[config.mk]
export PLATFORM = sky130hd
export DESIGN_NAME = seq_booth_mul
export DESIGN_NICKNAME = d
export VERILOG_FILES = /design/src/rtl/seq_booth_mul.sv
export SDC_FILE = /design/constraint.sdc
export NUM_CORES = 1
export LEC_CHECK = 0
export CAP_MARGIN = 10
export CORE_MARGIN = 3
export CORE_UTILIZATION = 55
export CTS_BUF_LIST = sky130_fd_sc_hd__clkbuf_8
export CTS_CLUSTER_DIAMETER = 40
export DETAILED_ROUTE_END_ITERATION = 6
export PLACE_DENSITY_LB_ADDON = 0.1
export SETUP_SLACK_MARGIN = 0.02
export SYNTH_ARGS = -nofsm -noshare
export SYNTH_HDL_FRONTEND = slang
export SYNTH_SLANG_ARGS = --single-unit
[constraint.sdc]
create_clock -name clk -period 3.1 [get_ports clk]
set_input_delay 0.31 -clock clk [delete_from_list [all_inputs] [get_ports clk]]
set_output_delay 0.31 -clock clk [all_outputs]
set_load 0.02 [all_outputs]
[src/rtl/seq_booth_mul.sv]
`default_nettype none
// +-------------------------------------------------------------------------+
// | seq_booth_mul: multi-cycle radix-2 Booth multiplier, signed/unsigned    |
// | Revision: 1.0                                                           |
// +-------------------------------------------------------------------------+
module seq_booth_mul #(
   parameter int WIDTH = 8
) (
   input  logic                 clk,
   input  logic                 rst,
   input  logic                 start,
   input  logic                 is_signed,
   input  logic [WIDTH-1:0]     a,
   input  logic [WIDTH-1:0]     b,
   output logic                 busy,
   output logic                 done,
   output logic [2*WIDTH-1:0]   z
);

   localparam int             CW   = $clog2(WIDTH + 2);
   localparam logic [CW-1:0]  LAST = CW'(WIDTH);

   typedef enum logic [1:0] {
      IDLE = 2'd0,
      RUN  = 2'd1,
      DONE = 2'd2
   } state_t;

   state_t               state;
   logic [WIDTH:0]       mcand;
   logic [2*WIDTH+1:0]   acc;
   logic                 guard;
   logic [CW-1:0]        cnt;

   logic [WIDTH+1:0]     upper_ext;
   logic [WIDTH+1:0]     mcand_ext;
   logic [WIDTH+1:0]     sum;
   logic [2*WIDTH+1:0]   acc_next;
   logic                 guard_next;

   // One Booth step: add/sub at WIDTH+2 bits, then the extra sum bit
   // becomes the sign fill of the arithmetic right shift.
   always_comb begin
      upper_ext  = {acc[2*WIDTH+1], acc[2*WIDTH+1:WIDTH+1]};
      mcand_ext  = {mcand[WIDTH], mcand};
      case ({acc[0], guard})
         2'b01:   sum = upper_ext + mcand_ext;
         2'b10:   sum = upper_ext - mcand_ext;
         default: sum = upper_ext;
      endcase
      acc_next   = {sum, acc[WIDTH:1]};
      guard_next = acc[0];
   end

   always_ff @(posedge clk) begin
      if (!rst) begin
         state <= IDLE;
         busy  <= 1'b0;
         done  <= 1'b0;
         z     <= '0;
         mcand <= '0;
         acc   <= '0;
         guard <= 1'b0;
         cnt   <= '0;
      end else begin
         case (state)
            IDLE: begin
               done <= 1'b0;
               if (start) begin
                  state <= RUN;
                  busy  <= 1'b1;
                  mcand <= {is_signed & a[WIDTH-1], a};
                  acc   <= {{(WIDTH+1){1'b0}}, is_signed & b[WIDTH-1], b};
                  guard <= 1'b0;
                  cnt   <= '0;
               end
            end
            RUN: begin
               acc   <= acc_next;
               guard <= guard_next;
               cnt   <= cnt + 1'b1;
               if (cnt == LAST) begin
                  state <= DONE;
                  done  <= 1'b1;
                  z     <= acc_next[2*WIDTH-1:0];
               end
            end
            DONE: begin
               state <= IDLE;
               busy  <= 1'b0;
               done  <= 1'b0;
            end
            default: begin
               state <= IDLE;
               busy  <= 1'b0;
               done  <= 1'b0;
            end
         endcase
      end
   end

endmodule
`default_nettype wire

Word-level counts from Yosys, hierarchy flattened
Cells that the tools add are included.
{"block": "totals", "out_inout_bits": 18, "in_bits": 20, "reg_bits": 52, "elab_cells": 43}
{"block": "op_classes", "reduce_logical": 9, "mux": 12, "eq_ne": 7, "addsub": 3, "bitwise_logic": 3}
{"cell": "one-hot mux 18 bit (2 select lines)", "count": 1}
{"cell": "one-hot mux 10 bit (2 select lines)", "count": 1}
{"cell": "2-to-1 mux 18 bit", "count": 1}
{"cell": "AND reduction 2 bit", "count": 6}
{"cell": "adder 9 x 9 -> 10 bit", "count": 1}
{"cell": "subtractor 9 x 9 -> 10 bit", "count": 1}
{"cell": "one-hot mux 4 bit (2 select lines)", "count": 1}
{"cell": "adder 4 x 1 -> 4 bit (second input constant)", "count": 1}
{"cell": "== test 2 x 1 -> 1 bit (second input constant)", "count": 2}
{"cell": "== test 4 bit (second input constant)", "count": 1}
{"cell": "2-to-1 mux 2 bit", "count": 2}
{"cell": "2-to-1 mux 4 bit", "count": 1}
{"cell": "!= test 2 bit (second input constant)", "count": 2}
{"cell": "one-hot mux 1 bit (2 select lines)", "count": 2}
{"cell": "one-hot mux 2 bit (2 select lines)", "count": 1}
{"cell": "!= test 3 x 1 -> 1 bit (second input constant)", "count": 1}
{"cell": "AND reduction 3 bit", "count": 1}
{"cell": "bitwise AND 1 bit", "count": 2}
{"cell": "== test 2 bit (second input constant)", "count": 1}
{"cell": "logical NOT 2 bit", "count": 1}
{"cell": "2-to-1 mux 1 bit", "count": 2}
{"cell": "nonzero test 2 bit", "count": 1}
{"cell": "NOT 1 bit", "count": 1}

Depth between registers and ports, before layout
{"block": "depth", "depth_word": 3, "mapped_depth": 13, "ltp_nobuf": 13}

Worst setup path before layout
OpenSTA, ideal clock, no wires.
{"block": "synth_path", "path_type": "register to register", "startpoint": "register acc[0]", "endpoint": "register acc[14]", "arrival_ns": 2.306, "setup_time_ns": 0.128, "path_buffers": 1, "t_required_ns": 2.972, "path_stages_with_launch": 11, "synth_period_minus_slack_ns": 2.434, "path_slack_ns": 0.666, "cell_sequence": "dfxtp_1 -> ha_1 -> clkbuf_1 -> mux2i_1 -> fa_1 -> a21o_1 -> a21oi_1 -> o21ai_0 -> nor3b_1 -> o31ai_1 -> o21ai_0"}
{"block": "synth_via", "elab_chain_cells": 3, "word_cells_on_any_way": 4, "classes_between": "2 x eq/ne; 2 x mux"}
{"element": "from (decl)", "line_no": "31", "source": "logic [2*WIDTH+1:0] acc;"}
{"element": "from (signal assigned)", "line_no": "73", "source": "acc <= {{(WIDTH+1){1'b0}}, is_signed & b[WIDTH-1], b};"}
{"element": "from (signal assigned)", "line_no": "79", "source": "acc <= acc_next;"}
{"element": "== test 2 bit / == test 2 x 1 -> 1 bit (equally long branches)", "line_no": "46", "source": "case ({acc[0], guard})"}
{"element": "one-hot mux 10 bit (2 select lines) (*)", "line_no": "46"}
{"element": "one-hot mux 18 bit (2 select lines) (*)", "line_no": "66", "source": "case (state)"}
Mark *: on every way between the ends. The rest lies on a longest branch, timed or not.
A chain may end at the register's enable or synchronous reset.

Worst setup path in the final report
Ends and elaborated chain as after synthesis.

==> reports/metrics.csv <==
stage,metric,value,unit
outcome,status,completed,
cts,CTS tree,built,
worst_setup_path,crit-path max FO,10,
grt,largest net degree at the start of global routing,24,
sta,RSZ-0062 raised after global routing,no,
logic_synthesis,largest area contributor in the netlist,dfxtp_1,
grt,Tot GR Track Use,21.0,%
routing,drc violations,0,
worst_setup_path,Reg-to-Reg End,acc[14],
cts,clock sinks,52,
logic_synthesis,YS warnings,0,
final_layout,"commonest non-fill, non-tap cell in the layout",nand2_1,
power,"Power, Total",0.00152,W
sta,final setup violation count,0,
cts,clk slew on worst S/H paths,90,ps
logic_synthesis,Syn Inst Count,349,
worst_setup_path,maximum single-stage delay on the critical path,460,ps
floorplan,I/O Pins,38,
worst_setup_path,Worst EP required,3280,ps
logic_synthesis,sequential area share after synthesis,38.4,%
cts,Setup Buffers After CTS,0,
final_layout,FILL cells,383,
routing,WL final,5970,um
power,cell leakage power,1.25,nW
worst_setup_path,worst path arrival time,2860,ps
worst_setup_path,slowest stage cell on the critical path,fa_1,
cts,post-CTS sizing,0,
sta,fin crit share,86.3,%
grt,global-route wire length before repair,10300,um
min_path,Worst Hold Depth,2,
place,Buffers on Ports,37,
floorplan,Row Count,24,
final_layout,register area,1040,um^2
sta,Tightest Pin Transition,505,ps
sta,fmax,374,MHz
floorplan,Die Wd,76.2,um
sta,setup_tns,0,ps
grt,number of global-route vias before repair,2344,
sta,Worst slew margin,66.3,%
min_path,Hold Path End,done,
floorplan,CORE AREA,4560,um^2
cts,clk_lat worst skew,300,ps
cts,H-Tree Depth,2,
final_layout,footprint of the multi-input gates,1550,um^2
logic_synthesis,share of the synthesized area in the top cell type,38.4,%
cts,Root Driver,clkbuf_8,
routing,vias per inst,5.47,
routing,DRT antenna net count,0,
final_layout,most frequent cells in the layout,"65 x nand2_1, 52 x dfxtp_1, 48 x nor2_1, 37 x clkdlybuf4s50_1, 22 x a21oi_1",
power,peak supply drop,266,uV
grt,antenna violations before repair,0,
floorplan,die height,76.2,um
logic_synthesis,net count after synthesis,383,
sta,final clock skew,7.09,ps
worst_setup_path,CP Launch Type,flip-flop,
logic_synthesis,largest cells by area after synthesis,"dfxtp_1 38%, nand2_1 9.0%, nor2_1 6.6%, ha_1 6.0%, a21boi_0 5.8%",
worst_setup_path,WS Path Type,flip-flop to flip-flop,
run,Max-cap violations,0,
routing,Initial DRC Count,133,
cts,Inserted Clock Buffers,5,
routing,Routed WL per cell,13.4,um
min_path,hold_sp,done,
final_layout,"Net count, final",414,
cts,cts hold-fix bufs,0,
grt,GRT Residual Overflow,0,
min_path,worst hold path class,flip-flop to flip-flop,
final_layout,fraction of layout cells with a size suffix above 1,4.47,%
worst_setup_path,most numerous cell on the critical path,o21ai_0,
sta,Pins Over Slew Limit,0,
sta,fin crit period,2670,ps
logic_synthesis,Post-Syn Area per Cell,7.78,um^2
place,post-DP HPWL,4340,um
worst_setup_path,crit end category,flip-flop,
logic_synthesis,Mapped Area,2710,um^2
cts,Longest Clk Path Bufs,2,
place,GP Congestion,0.861,
logic_synthesis,"FF+latch count, synth",52,
final_layout,# diodes,0,
worst_setup_path,FF-to-FF setup slack,430,ps
worst_setup_path,start of the worst register-to-register path,acc[0],
routing,Via Count,2433,
logic_synthesis,unique cell type count in the Yosys netlist,40,
routing,First-pass DRT Iterations,4,
power,PD cells,470,nW/um^2
worst_setup_path,R2R cell count,9,
worst_setup_path,CP Cell Sequence,"ha_1, mux2i_1, fa_1, a21o_1, a21oi_1, o21ai_0, nor3b_1, o31ai_1, o21ai_0",
sta,final hold vios,0,
floorplan,initial core utilization,59.5,%
floorplan,full die area,5810,um^2
final_layout,Layout area overhead,18.9,%
[worst max-delay path: cells and delay by family (launching register included)]
family          cells  cell delay [ps]
compound gates      5              930
fa+ha+maj           2              880
flops               1              380
mux                 1              210
simple gates        1              160
[layout make-up]
class	instances	share of cell area [%]
flip-flops and latches	52	32.3
inverters	13	1.51
clock buffers	7	2.99
well taps	65	2.52
multi-input cells	266	48.1
repair buffers	42	12.6
[routing by layer]
layer	GRT usage [%]	vias to the layer above	share of wire, %
met3	3.43	7	5.1
li1	-	1257	-
met2	34.4	54	45
met1	28.5	1115	49
met4	6.16	0	1.2
met5	0	-	0
[cell usage after synthesis]
master      n
a31oi_1     3
or2_2       2
clkbuf_1   13
mux2_2      1
o31ai_2     1
o21a_1      1
a22oi_1     1
nand2_1    65
nor2_1     48
xnor2_1    11
xor2_1      1
buf_2       5
mux2i_1     3
and2_1      6
a311o_1     2
nand3_1    10
a32oi_1     1
a22o_1      2
a21o_1      4
nor4_1      1
nor3b_1     1
a21oi_1    22
o31ai_1     1
fa_1        1
o211a_1     1
dfxtp_1    52
o2111ai_1   1
nor3_1      4
nor3_2      1
a32o_1      1
nor2b_1     5
nand4_1     1
o21ai_0    18
ha_1       13
inv_1      13
o211ai_1    2
o221ai_1    8
nand2b_1    1
a21boi_0   21
nand3b_1    1
[how the worst max path moves through the flow]
stage,startpoint,end,slack [ps]
global route,acc[0],acc[14],140
floorplan,acc[0],acc[14],670
finish,acc[0],acc[14],430
global placement,acc[0],z[14],550
detailed placement,acc[0],z[14],480
CTS,acc[0],z[14],450
[power by group]
group          internal [W]  leakage, nW  switching, W
clock network      0.000199       0.0503      0.000208
logic              0.000171        0.781      0.000209
registers          0.000696        0.424     0.0000328
total               0.00107         1.25      0.000450
[logic make-up after synthesis]
logic type / Yosys count / synth area share (%)
simple gates: 146 / 22.8
compound gates: 90 / 22.2
flops: 52 / 38.4
buf+inv: 31 / 4.52
fa+ha+maj: 14 / 6.73
xor+xnor: 12 / 3.87
mux: 4 / 1.52
[sequential cells by signal, indices dropped and copies added, names as in the netlist]
signal,flops
cnt,4
guard,1
acc,18
state,2
busy,1
z,16
done,1
mcand,9
[per-stage QoR]
step           utilization, %  hold WS (ps)  instances  setup slack, ps  area, um^2
2_1_floorplan               -           425        349              666        2710
3_3_place_gp             68.6           433        438              550        3130
3_5_place_dp             68.6           441        438              477        3130
4_1_cts                  70.7           453        445              448        3230
5_1_grt                  70.7           489        445              142        3230
6_report                 70.7           448        445              426        3230
Note: power is estimated with default switching activity, not from simulation.
